[config.mk]
export PLATFORM = sky130hd
export DESIGN_NAME = ripple_carry_adder
export DESIGN_NICKNAME = d
export VERILOG_FILES = /design/src/rtl/ripple_carry_adder_pkg.sv /design/src/rtl/ripple_carry_adder_full_adder.sv /design/src/rtl/ripple_carry_adder.sv
export SDC_FILE = /design/constraint.sdc
export NUM_CORES = 1
export LEC_CHECK = 0
export ABC_AREA = 1
export CORE_ASPECT_RATIO = 2
export CORE_MARGIN = 10
export CORE_UTILIZATION = 40
export DETAILED_ROUTE_END_ITERATION = 10
export GPL_TIMING_DRIVEN = 1
export PLACE_DENSITY = 0.81
export SLEW_MARGIN = 0
export SYNTH_ARGS = -nofsm -noshare
export SYNTH_HDL_FRONTEND = slang
export SYNTH_SLANG_ARGS = --single-unit
[constraint.sdc]
create_clock -name clk -period 16.2 [get_ports clk]
set_input_delay 2.43 -clock clk [delete_from_list [all_inputs] [get_ports clk]]
set_output_delay 2.43 -clock clk [all_outputs]
set_load 0.05 [all_outputs]
[src/rtl/ripple_carry_adder_pkg.sv]
// ripple_carry_adder_pkg
//   Shared constants for the registered ripple-carry add/subtract unit.
//   DEFAULT_WIDTH    : operand/result width used when the top is not overridden
//   RESULT_RESET_BIT : value every result bit and flag takes while reset is held
package ripple_carry_adder_pkg;

  localparam int DEFAULT_WIDTH = 32;

  // Results clear to all zeros; the top replicates this bit across each bus.
  localparam logic RESULT_RESET_BIT = 1'b0;

endpackage

[src/rtl/ripple_carry_adder_full_adder.sv]
// full_adder
//   One-bit full adder cell, the building block of both ripple chains.
//   a, b : operand bits
//   cin  : carry in from the previous stage
//   s    : sum bit (a ^ b ^ cin)
//   cout : carry to the next stage (majority of a, b, cin)
module full_adder (
  input  logic a,
  input  logic b,
  input  logic cin,
  output logic s,
  output logic cout
);

  assign s    = a ^ b ^ cin;
  assign cout = (a & b) | (a & cin) | (b & cin);

endmodule

[src/rtl/ripple_carry_adder.sv]
// ripple_carry_adder
//   Registered add/subtract unit for the ALU add and subtract paths.
//   Every cycle it computes A+B+Cin and A-B through two independent
//   ripple-carry chains and registers the results with one cycle latency.
//   clk    : single clock, rising edge
//   reset  : synchronous, active-low; clears all outputs
//   A, B   : operands (A is the minuend, B the subtrahend)
//   Cin    : carry-in of the addition chain only
//   Sum    : (A + B + Cin) mod 2^WIDTH
//   Cout   : carry out of the addition MSB
//   Diff   : (A - B) mod 2^WIDTH
//   Borrow : 1 when A < B unsigned
//   AddOvf : signed overflow of the addition
//   SubOvf : signed overflow of the subtraction
module ripple_carry_adder
  import ripple_carry_adder_pkg::*;
#(
  parameter int WIDTH = DEFAULT_WIDTH
) (
  input  logic             clk,
  input  logic             reset,
  input  logic [WIDTH-1:0] A,
  input  logic [WIDTH-1:0] B,
  input  logic             Cin,
  output logic [WIDTH-1:0] Sum,
  output logic             Cout,
  output logic [WIDTH-1:0] Diff,
  output logic             Borrow,
  output logic             AddOvf,
  output logic             SubOvf
);

  logic [WIDTH:0]   add_c;
  logic [WIDTH-1:0] add_s;
  logic [WIDTH:0]   sub_c;
  logic [WIDTH-1:0] sub_s;
  logic [WIDTH-1:0] b_inv;

  logic add_ovf;
  logic sub_ovf;
  logic borrow;

  // Subtraction is A + ~B + 1: the +1 enters as the chain's carry-in.
  assign b_inv    = ~B;
  assign add_c[0] = Cin;
  assign sub_c[0] = 1'b1;

  for (genvar i = 0; i < WIDTH; i++) begin : g_chain
    full_adder u_add (
      .a    (A[i]),
      .b    (B[i]),
      .cin  (add_c[i]),
      .s    (add_s[i]),
      .cout (add_c[i+1])
    );

    full_adder u_sub (
      .a    (A[i]),
      .b    (b_inv[i]),
      .cin  (sub_c[i]),
      .s    (sub_s[i]),
      .cout (sub_c[i+1])
    );
  end

  // Signed overflow shows up as disagreement between the carries into and
  // out of the sign bit. A carry out of the subtract chain means no borrow.
  assign add_ovf = add_c[WIDTH] ^ add_c[WIDTH-1];
  assign sub_ovf = sub_c[WIDTH] ^ sub_c[WIDTH-1];
  assign borrow  = ~sub_c[WIDTH];

  always_ff @(posedge clk) begin
    if (!reset) begin
      Sum    <= {WIDTH{RESULT_RESET_BIT}};
      Cout   <= RESULT_RESET_BIT;
      Diff   <= {WIDTH{RESULT_RESET_BIT}};
      Borrow <= RESULT_RESET_BIT;
      AddOvf <= RESULT_RESET_BIT;
      SubOvf <= RESULT_RESET_BIT;
    end else begin
      Sum    <= add_s;
      Cout   <= add_c[WIDTH];
      Diff   <= sub_s;
      Borrow <= borrow;
      AddOvf <= add_ovf;
      SubOvf <= sub_ovf;
    end
  end

endmodule

==> results.md <==
* Combinational Power Share at 32.9%
* Routed Wire Length at 8.48 mm
* Clk buf depth at 2
* Final Hold Fails at 0
* Die extent in x at 83.9 um
* CP Launch Point: A[0]
* YS warnings at 0
* # hold bufs at CTS at 0
* Unrepaired setup endpoints after global routing: false
* Final Max Slew Viols at 0
* Critical path's slowest cell: clkdlybuf4s50_1
* Initial core utilization at 41.1%
* Crit Path Max Fanout at 3
* Int Pwr at 0.412 mW
* DRC viols at 0
* Hold depth at 3
* Die Area at 12400 um2
* Post-synthesis average cell area at 11.6 um2
* Core area at 7940 um2
* Ports at 135
* Crit path top cell by count: fa_1
* Final setup vio count at 0
* Worst hold path class: in2reg
* Post-Layout Cell Count at 522
* DRT iter0 DRCs at 31
* Switching power share of the total at 32.9%
* Net Sw Power at 0.202 mW
* Wirelength per Cell at 16.2 um
* Post-DP HPWL at 7.07 mm
* CTS Sinks at 68
* GRT overflow at 0
* Post-DRT Antenna Nets at 0
* Syn Inst Count at 282
* Critical path class: in2reg
* Number of synthesized register bits at 68
* Clock Power Share at 35.2%
* Antenna violations before repair at 0
* Synthesized net count at 413
* H-tree levels at 3
* Tcrit/Tclk final at 95.8%
* Synth-to-Final Area Change at 53.2%
* Critical Path AT at 15.74 ns
* Synth Cell Area at 3270 um2
* Hold-critical path endpoint: Diff[0]
* Clk pin slew, worst setup/hold paths at 0.05 ns
* Distinct cells, synth at 10
* Actual transition at the worst max-transition pin at 0.577 ns
* Power, Total at 0.614 mW
* Max stage delay on crit path at 0.46 ns
* Input/output buffers at 134
* Status: completed
* Clk Tree Root Cell: clkbuf_16
* Sequential share of the synthesized area at 41.7%
* CTS buffer count at 9
* Post-CTS Setup Repair Bufs at 0
* Worst path required time at 16.43 ns
* Minimum clock period at 15.52 ns
* Routed vias/inst at 4.30
* Antenna cell count at 0
* Relative slew slack at 61.4%
* Cts repair resizes at 0
* Cells after DPL at 506
* First-pass GRT wire length at 13.8 mm
* Largest net degree at the start of global routing at 36
* Pwr Density at 123 nW/um2
* Nets at 552
* GPL Wtd Cong at 0.861
* Total GRT Usage at 14.4%
* Die Y at 148 um
* Via count at 2244
* Vias in the first global route at 2681
* Leakage power at 2.31 nW
* Hold Crit Start: B[0]
* CTS tree: yes
* Part of the power in registers at 31.8%
* Setup TNS at 0 ns
* Startpoint Class: input port
* Core Util, Final at 63.0%
* Proportion of layout cells with a drive suffix above 1 at 6.34%
* Max-Cap Viols at 0
* Max Freq at 64.4 MHz
* FP Rows at 46
* Peak VDD IR at 56.0 uV
* Drt pass-1 iters at 4
* CP endpoint kind: flip-flop
==> synth_stat cells (all sizes together) <==
master | number | share of area (%)
fa | 63 | 39
nand2 | 35 | 4.0
ha | 1 | 0.38
dfxtp | 68 | 42
nor2 | 39 | 5.2
buf | 7 | 2.1
inv | 69 | 8.0
==> worst max-delay path by stage <==
stage / depth (start not counted) / end / slack [ns]
6_report: 36 / SubOvf / 0.68
4_1_cts: 36 / SubOvf / 0.70
2_1_floorplan: 35 / SubOvf / 1.44
5_1_grt: 37 / SubOvf / 0.31
3_5_place_dp: 36 / SubOvf / 0.40
3_3_place_gp: 37 / Sum[31] / 0.54
==> worst max-delay path, delay by kind of cell <==
kind / cells / cell delay, ns
adders and majority gates: 32 / 12.62
buffers and inverters: 2 / 0.54
and+or+nand+nor: 2 / 0.18
==> cell families after synthesis <==
kind of cell / synth area share, %
flip-flops: 41.7
AND/OR/NAND/NOR: 9.27
adder cells (fa/ha/maj): 39.0
buffers and inverters: 10.1
==> sequential cells by signal, indices dropped and copies added (netlist names) <==
name / flops
Cout: 1
Sum: 32
AddOvf: 1
Borrow: 1
SubOvf: 1
Diff: 32
==> power by group through the flow <==
stage               Sequential (mW)  Combinational, mW  Clock, mW
floorplan                     0.275             0.0469          0
global placement              0.198              0.198          0
CTS                           0.196              0.205      0.220
finish                        0.195              0.202      0.216
global route                  0.198              0.217      0.226
detailed placement            0.199              0.204          0
==> layout make-up <==
class                      count  area [um2]
multi-input combinational    138        1580
timing repair buffer         135        1350
clock buffer                  13         270
inverter                      69         262
tap                           96         120
clock inverter                 3        67.6
sequential                    68        1360
fill                         640        2940
==> routing by layer <==
| metal | vias up | track usage (%) | share of wire, % |
|---|---|---|---|
| li1 | 1062 | - | - |
| met1 | 1081 | 13.0 | 32 |
| met2 | 83 | 27.0 | 58 |
| met3 | 18 | 4.35 | 5.9 |
| met4 | 0 | 8.42 | 3.8 |
| met5 | - | 0 | 0 |
==> metrics by stage <==
step	hold slack (ns)	area [um2]	setup slack, ns
final	2.81	5010	0.682
after detailed placement	3.15	4670	0.401
after CTS	2.80	5010	0.699
after global routing	2.82	5010	0.306
after global placement	3.12	4670	0.543
after floorplan	2.61	3270	1.44
==> cells in the final DEF (no fill, tap or decap) <==
master           count
nor2_2              10
buf_4                1
inv_1               68
dfxtp_1             68
nand2_1             35
clkdlybuf4s50_1    134
bufinv_16            2
clkinvlp_4           1
fa_1                63
ha_1                 1
nor2_1              29
inv_4                1
clkbuf_8             3
clkbuf_16            9
clkbuf_1             1
Note: power is estimated with default switching activity, not from simulation.
